$ cat config.mk
export PLATFORM = sky130hd
export DESIGN_NAME = md5_range_search_flat
export DESIGN_NICKNAME = d
export VERILOG_FILES = /design/src/rtl/md5_range_search_if.sv /design/src/rtl/md5_range_search.sv /design/src/flat_wrapper.sv
export SDC_FILE = /design/constraint.sdc
export NUM_CORES = 2
export LEC_CHECK = 0
export BUFFER_PORTS_ARGS = -buffer_cell sky130_fd_sc_hd__buf_2
export CELL_PAD_IN_SITES_DETAIL_PLACEMENT = 0
export CELL_PAD_IN_SITES_GLOBAL_PLACEMENT = 1
export CORE_MARGIN = 2
export CORE_UTILIZATION = 47
export CTS_CLUSTER_SIZE = 28
export DETAILED_ROUTE_END_ITERATION = 7
export GPL_TIMING_DRIVEN = 1
export PLACE_DENSITY = 0.74
export SLEW_MARGIN = 20
export SYNTH_ARGS = -nofsm -noshare
export SYNTH_HDL_FRONTEND = slang
export SYNTH_SLANG_ARGS = --single-unit
export TNS_END_PERCENT = 5
$ cat constraint.sdc
create_clock -name clk -period 3.2 [get_ports clk]
set_clock_uncertainty 0.05 [all_clocks]
set_input_delay 0.8 -clock clk [delete_from_list [all_inputs] [get_ports clk]]
set_output_delay 0.8 -clock clk [all_outputs]
set_load 0.05 [all_outputs]
$ cat src/rtl/md5_range_search_if.sv
// md5_range_search_if: control, candidate and result bundle for the MD5 range search engine
// master: driver side (start/abort/range/target in, hash_in from the core); slave: search controller
interface md5_range_search_if #(
  parameter int MSG_W  = 64,
  parameter int HASH_W = 128
);
  logic              start;
  logic              abort;
  logic [MSG_W-1:0]  range_lo;
  logic [MSG_W-1:0]  range_hi;
  logic [HASH_W-1:0] target;
  logic [HASH_W-1:0] hash_in;
  logic [MSG_W-1:0]  cand_msg;
  logic              cand_valid;
  logic [63:0]       msg_length;
  logic              busy;
  logic              done;
  logic              found;
  logic [MSG_W-1:0]  found_msg;
  logic [MSG_W-1:0]  cand_count;
  modport master (
    output start, abort, range_lo, range_hi, target, hash_in,
    input  cand_msg, cand_valid, msg_length, busy, done, found, found_msg, cand_count
  );
  modport slave (
    input  start, abort, range_lo, range_hi, target, hash_in,
    output cand_msg, cand_valid, msg_length, busy, done, found, found_msg, cand_count
  );
endinterface

$ cat src/rtl/md5_range_search.sv
// md5_range_search: walks [range_lo, range_hi] one candidate per cycle into a pipelined md5core and reports the first hash match
// ports: clk, rst_n (async active-low), bus (slave): start/abort/range/target in, candidate stream out, hash_in back, busy/done/found/found_msg/cand_count status
module md5_range_search #(
  parameter int MSG_W   = 64,
  parameter int MSG_LEN = 32,
  parameter int LATENCY = 65,
  parameter int HASH_W  = 128
) (
  input logic               clk,
  input logic               rst_n,
  md5_range_search_if.slave bus
);
  typedef enum logic [1:0] {IDLE, RUN, DRAIN, DONE} state_t;
  state_t            r_state;
  logic [MSG_W-1:0]  r_cand;
  logic              r_cand_valid;
  logic [MSG_W-1:0]  r_hi;
  logic [HASH_W-1:0] r_target;
  logic              r_found;
  logic [MSG_W-1:0]  r_found_msg;
  logic [MSG_W-1:0]  r_cnt;
  logic              r_dv [LATENCY];
  logic [MSG_W-1:0]  r_dm [LATENCY];
  logic              w_busy;
  logic              w_hit;
  assign w_busy = r_state == RUN || r_state == DRAIN;
  // stage LATENCY-1 holds the candidate whose digest is on hash_in this cycle
  assign w_hit = w_busy && r_dv[LATENCY-1] && bus.hash_in == r_target;
  assign bus.cand_msg   = r_cand;
  assign bus.cand_valid = r_cand_valid;
  assign bus.msg_length = 64'(MSG_LEN);
  assign bus.busy       = w_busy;
  assign bus.done       = r_state == DONE;
  assign bus.found      = r_found;
  assign bus.found_msg  = r_found_msg;
  assign bus.cand_count = r_cnt;
  always_ff @(posedge clk or negedge rst_n) begin
    if (!rst_n) begin
      r_state      <= IDLE;
      r_cand       <= '0;
      r_cand_valid <= 1'b0;
      r_hi         <= '0;
      r_target     <= '0;
      r_found      <= 1'b0;
      r_found_msg  <= '0;
      r_cnt        <= '0;
      for (int i = 0; i < LATENCY; i++) begin
        r_dv[i] <= 1'b0;
        r_dm[i] <= '0;
      end
    end else begin
      r_dv[0] <= r_cand_valid;
      r_dm[0] <= r_cand;
      for (int i = 1; i < LATENCY; i++) begin
        r_dv[i] <= r_dv[i-1];
        r_dm[i] <= r_dm[i-1];
      end
      if (r_cand_valid && !bus.abort)
        r_cnt <= r_cnt + MSG_W'(!(&r_cnt));
      if (bus.abort) begin
        r_state      <= IDLE;
        r_cand_valid <= 1'b0;
        for (int i = 0; i < LATENCY; i++) r_dv[i] <= 1'b0;
      end else if (w_hit) begin
        r_state      <= DONE;
        r_found      <= 1'b1;
        r_found_msg  <= r_dm[LATENCY-1];
        r_cand_valid <= 1'b0;
        for (int i = 0; i < LATENCY; i++) r_dv[i] <= 1'b0;
      end else begin
        case (r_state)
          IDLE, DONE: if (bus.start) begin
            r_hi     <= bus.range_hi;
            r_target <= bus.target;
            r_found  <= 1'b0;
            r_cnt    <= '0;
            for (int i = 0; i < LATENCY; i++) r_dv[i] <= 1'b0;
            r_state      <= bus.range_lo > bus.range_hi ? DONE : RUN;
            r_cand       <= bus.range_lo > bus.range_hi ? r_cand : bus.range_lo;
            r_cand_valid <= bus.range_lo <= bus.range_hi;
          end
          // stopping on equality with range_hi keeps an all-ones upper bound from wrapping
          RUN: if (r_cand == r_hi) begin
            r_state      <= DRAIN;
            r_cand_valid <= 1'b0;
          end else
            r_cand <= r_cand + MSG_W'(1);
          // every candidate is issued exactly once, so range_hi reaching the compare stage marks the last one
          DRAIN: if (r_dv[LATENCY-1] && r_dm[LATENCY-1] == r_hi) r_state <= DONE;
          default: r_state <= IDLE;
        endcase
      end
    end
  end
endmodule

$ cat src/flat_wrapper.sv
// flat-port wrapper written by rule: the top's interface ports become plain ports
module md5_range_search_flat 
#(
  parameter int MSG_W   = 64,
  parameter int MSG_LEN = 32,
  parameter int LATENCY = 65,
  parameter int HASH_W  = 128
)
  (clk, rst_n, bus_start, bus_abort, bus_range_lo, bus_range_hi, bus_target, bus_hash_in, bus_cand_msg, bus_cand_valid, bus_msg_length, bus_busy, bus_done, bus_found, bus_found_msg, bus_cand_count);
  md5_range_search_if #(.MSG_W(MSG_W), .HASH_W(HASH_W)) bus_i ();
  input logic clk;
  input logic rst_n;
  input wire logic [$bits(bus_i.start)-1:0] bus_start;
  input wire logic [$bits(bus_i.abort)-1:0] bus_abort;
  input wire logic [$bits(bus_i.range_lo)-1:0] bus_range_lo;
  input wire logic [$bits(bus_i.range_hi)-1:0] bus_range_hi;
  input wire logic [$bits(bus_i.target)-1:0] bus_target;
  input wire logic [$bits(bus_i.hash_in)-1:0] bus_hash_in;
  output wire logic [$bits(bus_i.cand_msg)-1:0] bus_cand_msg;
  output wire logic [$bits(bus_i.cand_valid)-1:0] bus_cand_valid;
  output wire logic [$bits(bus_i.msg_length)-1:0] bus_msg_length;
  output wire logic [$bits(bus_i.busy)-1:0] bus_busy;
  output wire logic [$bits(bus_i.done)-1:0] bus_done;
  output wire logic [$bits(bus_i.found)-1:0] bus_found;
  output wire logic [$bits(bus_i.found_msg)-1:0] bus_found_msg;
  output wire logic [$bits(bus_i.cand_count)-1:0] bus_cand_count;
  assign bus_i.start = bus_start;
  assign bus_i.abort = bus_abort;
  assign bus_i.range_lo = bus_range_lo;
  assign bus_i.range_hi = bus_range_hi;
  assign bus_i.target = bus_target;
  assign bus_i.hash_in = bus_hash_in;
  assign bus_cand_msg = bus_i.cand_msg;
  assign bus_cand_valid = bus_i.cand_valid;
  assign bus_msg_length = bus_i.msg_length;
  assign bus_busy = bus_i.busy;
  assign bus_done = bus_i.done;
  assign bus_found = bus_i.found;
  assign bus_found_msg = bus_i.found_msg;
  assign bus_cand_count = bus_i.cand_count;
  md5_range_search #(.MSG_W(MSG_W), .MSG_LEN(MSG_LEN), .LATENCY(LATENCY), .HASH_W(HASH_W)) u_core (.clk(clk), .rst_n(rst_n), .bus(bus_i));
endmodule
==> metrics.yaml <==
run_status:
  status: "finished with violations"
  violations: "negative setup slack"
timing:
  hold_slack_ps: 70.69
  setup_viol: 196
  maxSlewViolCount: 0
  tightest_slew_ps: 950.1
  fin_crit_sh_pct: 116.5
  relSlewSlack_pct: 36.66
  fin_ws_ps: -528.4
  rsz0062_at_grt: "true"
  period_needed_ps: 3728
  finalHoldViolCount: 0
  fmax_ghz: 0.2682
route:
  routed_wl_microns: 308600
  via_per_inst: 4.791
  post_drt_wl_per_cell_microns: 25.24
  dr_total_vias: 58560
  ant_nets: 0
  first_iter_violations: 4818
  drc: 0
  first_pass_iters: 6
die:
  io_pins: 648
  core-area_sq_um: 272900
  start_util_pct: 47.12
  dieWidth_microns: 527.0
  fp.dieH_microns: 527.0
  rows: 192
  die_area_sq_um: 277800
clock_tree:
  clk_path_buf_depth: 4
  numCtsBuffers: 422
  path_clk_slew_ps: 60
  clk_latency_ps: 910
  cts_tree: "built"
  cts_root_buf: "clkbuf_16"
  clock-sinks: 4613
  htreeDepth: 5
hold_path:
  min_path_cells: 3
  hold_class: "in2reg"
  hp-start: "bus_target[37]"
  hold_path_end: "u_core.r_target[37]"
critical_path:
  ff2ff_setup_slack_ps: -460
  critical_path_peak_fanout: 42
  worst-setup-path-type: "in2reg"
  cp-start-kind: "input pin"
  reg2regPathDepth: 12
  end_kind: "flop"
  critPathRequiredTime_ps: 3980
  worst_r2r_endpoint: "u_core.bus.found_msg[61]"
  arrival_ps: 4510
  crit-reg2reg-launch: "u_core.r_state[0]"
logic_synthesis:
  synth_ff_type: "dfrtp_1"
  synth_area_sq_um: 128600
  yosys_warnings: 0
  ys_seq_elements: 4613
  syn_inst: 6815
  seq_area_frac_synth_pct: 89.78
  avgSynthCellArea_sq_um: 18.87
  synth_edf_count: 0
  synth.distinct_cells: 63
  synth-async-reset-ratio_pct: 100.0
final_layout:
  drive_gt1_share_pct: 22.54
  fin_nets: 8732
  final_common_cell: "dfrtp_1"
  areaGrowthSynthToFinish_pct: 20.98
  seqCellArea_sq_um: 115500
  final_util_pct: 57.00
  multi_input_area_sq_um: 12250
  layout_common_cells: "dfrtp_1, buf_2, nand2_1, buf_4, clkbuf_16"
  finalNonFillerCells: 12220
  fillers: 19830
global_routing:
  grt_max_degree: 175
  grt_overflow: 0
  grt_pass1_vias: 66320
  grt_pass1_wl_microns: 458700
  grt_usage_pct: 22.76
  antenna_found_initial: 31
place:
  io_buffer_count: 583
  gp_congestion: 0.9141
  dp_cells: 11370
  dp_hpwl_microns: 191300
pwr:
  p_int_w: 0.1102
  p_sw_w: 0.03989
  seqPwrFrac_pct: 55.6
  clockPowerShare_pct: 34.6
  leakage_nw: 72.38
  power_w: 0.1501
  p_sw_share_pct: 26.59
  power_density_nw_per_um2: 964.6
  p_comb_share_pct: 9.7
  peakVddDrop_mv: 0.8202
run:
  drv_cap: 0
[routing by layer]
layer  share of wire, %  vias to the layer above  wire, microns  track usage, %
li1                   -                    24820              -               -
met4                3.9                        6          11940           8.262
met5              0.013                        -             40               0
met2                 50                     1618         153200           37.07
met1                 42                    31640         128200           31.22
met3                4.9                      475          15130           3.843
[logic make-up after synthesis]
group / Yosys count / synth area share [%]
compound gates: 236 / 1.160
xor+xnor: 248 / 1.689
fa+ha+maj: 72 / 0.7006
buf+inv: 326 / 1.201
flops: 4613 / 89.78
mux: 123 / 1.022
other cells: 2 / 0.005841
simple gates: 1195 / 4.445
[cell type report]
type,count,share of cell area (%)
clock buffers,586,7.803
well taps,3589,2.887
diodes,20,0.03217
inverters,133,0.3225
repair buffers,1164,5.403
flip-flops and latches,4613,74.22
multi-input cells,1938,7.873
clock inverters,181,1.461
[registers in the layout (all words and copies together), names as in the netlist]
name	flops
u_core.r_dm	4160
u_core.r_hi	64
u_core.bus.cand_count	64
u_core.r_target	128
u_core.r_dv	65
u_core.r_state	2
u_core.bus.cand_valid	1
u_core.bus.found	1
u_core.bus.found_msg	64
u_core.bus.cand_msg	64
[through the flow]
stage          area (sq um)  setup WS, ps  TNS (ps)
6_report             155600        -528.4    -63720
5_1_grt              155500        -561.7    -78990
4_1_cts              155300        -603.1    -86350
3_5_place_dp         140000         -1815   -261730
3_3_place_gp         140000         -1666   -246600
2_1_floorplan        128800        -6.570    -6.570
[worst max-delay path by stage]
stage	slack [ps]	endpoint	start
2_1_floorplan	-7	u_core.bus.cand_count[45]	u_core.bus.cand_count[15]
3_3_place_gp	-1670	u_core.bus.cand_msg[49]	bus_range_hi[13]
3_5_place_dp	-1820	u_core.bus.cand_msg[49]	bus_range_hi[13]
4_1_cts	-600	u_core.bus.found_msg[61]	u_core.r_target[21]
5_1_grt	-560	u_core.bus.found_msg[25]	u_core.r_target[75]
6_report	-530	u_core.bus.cand_msg[49]	bus_range_hi[13]
[power groups by stage]
stage	sequential, W	combinational, W	clock (W)
3_5_place_dp	0.0836	0.0142	0
4_1_cts	0.0839	0.0146	0.0533
2_1_floorplan	0.0817	0.00541	0
3_3_place_gp	0.0823	0.0140	0
6_report	0.0835	0.0146	0.0520
5_1_grt	0.0850	0.0158	0.0557
[synth_stat cells, types with 10 or more instances]
cell	instances	share of area (%)
o21ai_0	91	0.35
buf_4	65	0.38
xor2_1	149	1.0
xnor2_1	99	0.67
inv_1	132	0.39
mux2i_1	57	0.44
clkbuf_1	103	0.30
buf_2	12	0.047
nand2b_1	24	0.12
dfrtp_1	4613	90
nor2_1	98	0.29
a31oi_1	16	0.078
nand4_1	74	0.36
nand3_1	184	0.72
o211ai_1	14	0.082
o22ai_1	16	0.078
nor2b_1	27	0.13
nand2_1	527	1.5
nor4_1	57	0.28
and2_1	13	0.063
nor3_1	52	0.20
and3_1	99	0.48
ha_1	72	0.70
mux2_2	66	0.58
a21oi_1	37	0.14
a221oi_1	10	0.068
[critical path, stage by stage]
cell     delay (ps)
buf_2           160
inv_1           200
ha_1            360
nand4_1         370
nor4_4          480
buf_4           180
nand4_1         150
nor3_1          340
a31oi_1         190
a21oi_4         400
buf_12          300
or4b_1          460
nand3_1          90
[timing repair]
action                     4_1_cts  5_1_grt
cloned                           1        2
pin swaps                       27       24
hold endpoints to repair        68        0
hold buffers                    56        0
setup buffers                    3        1
setup endpoints to repair      235      220
gates resized for setup         74       27
Note: power is estimated with default switching activity, not from simulation.
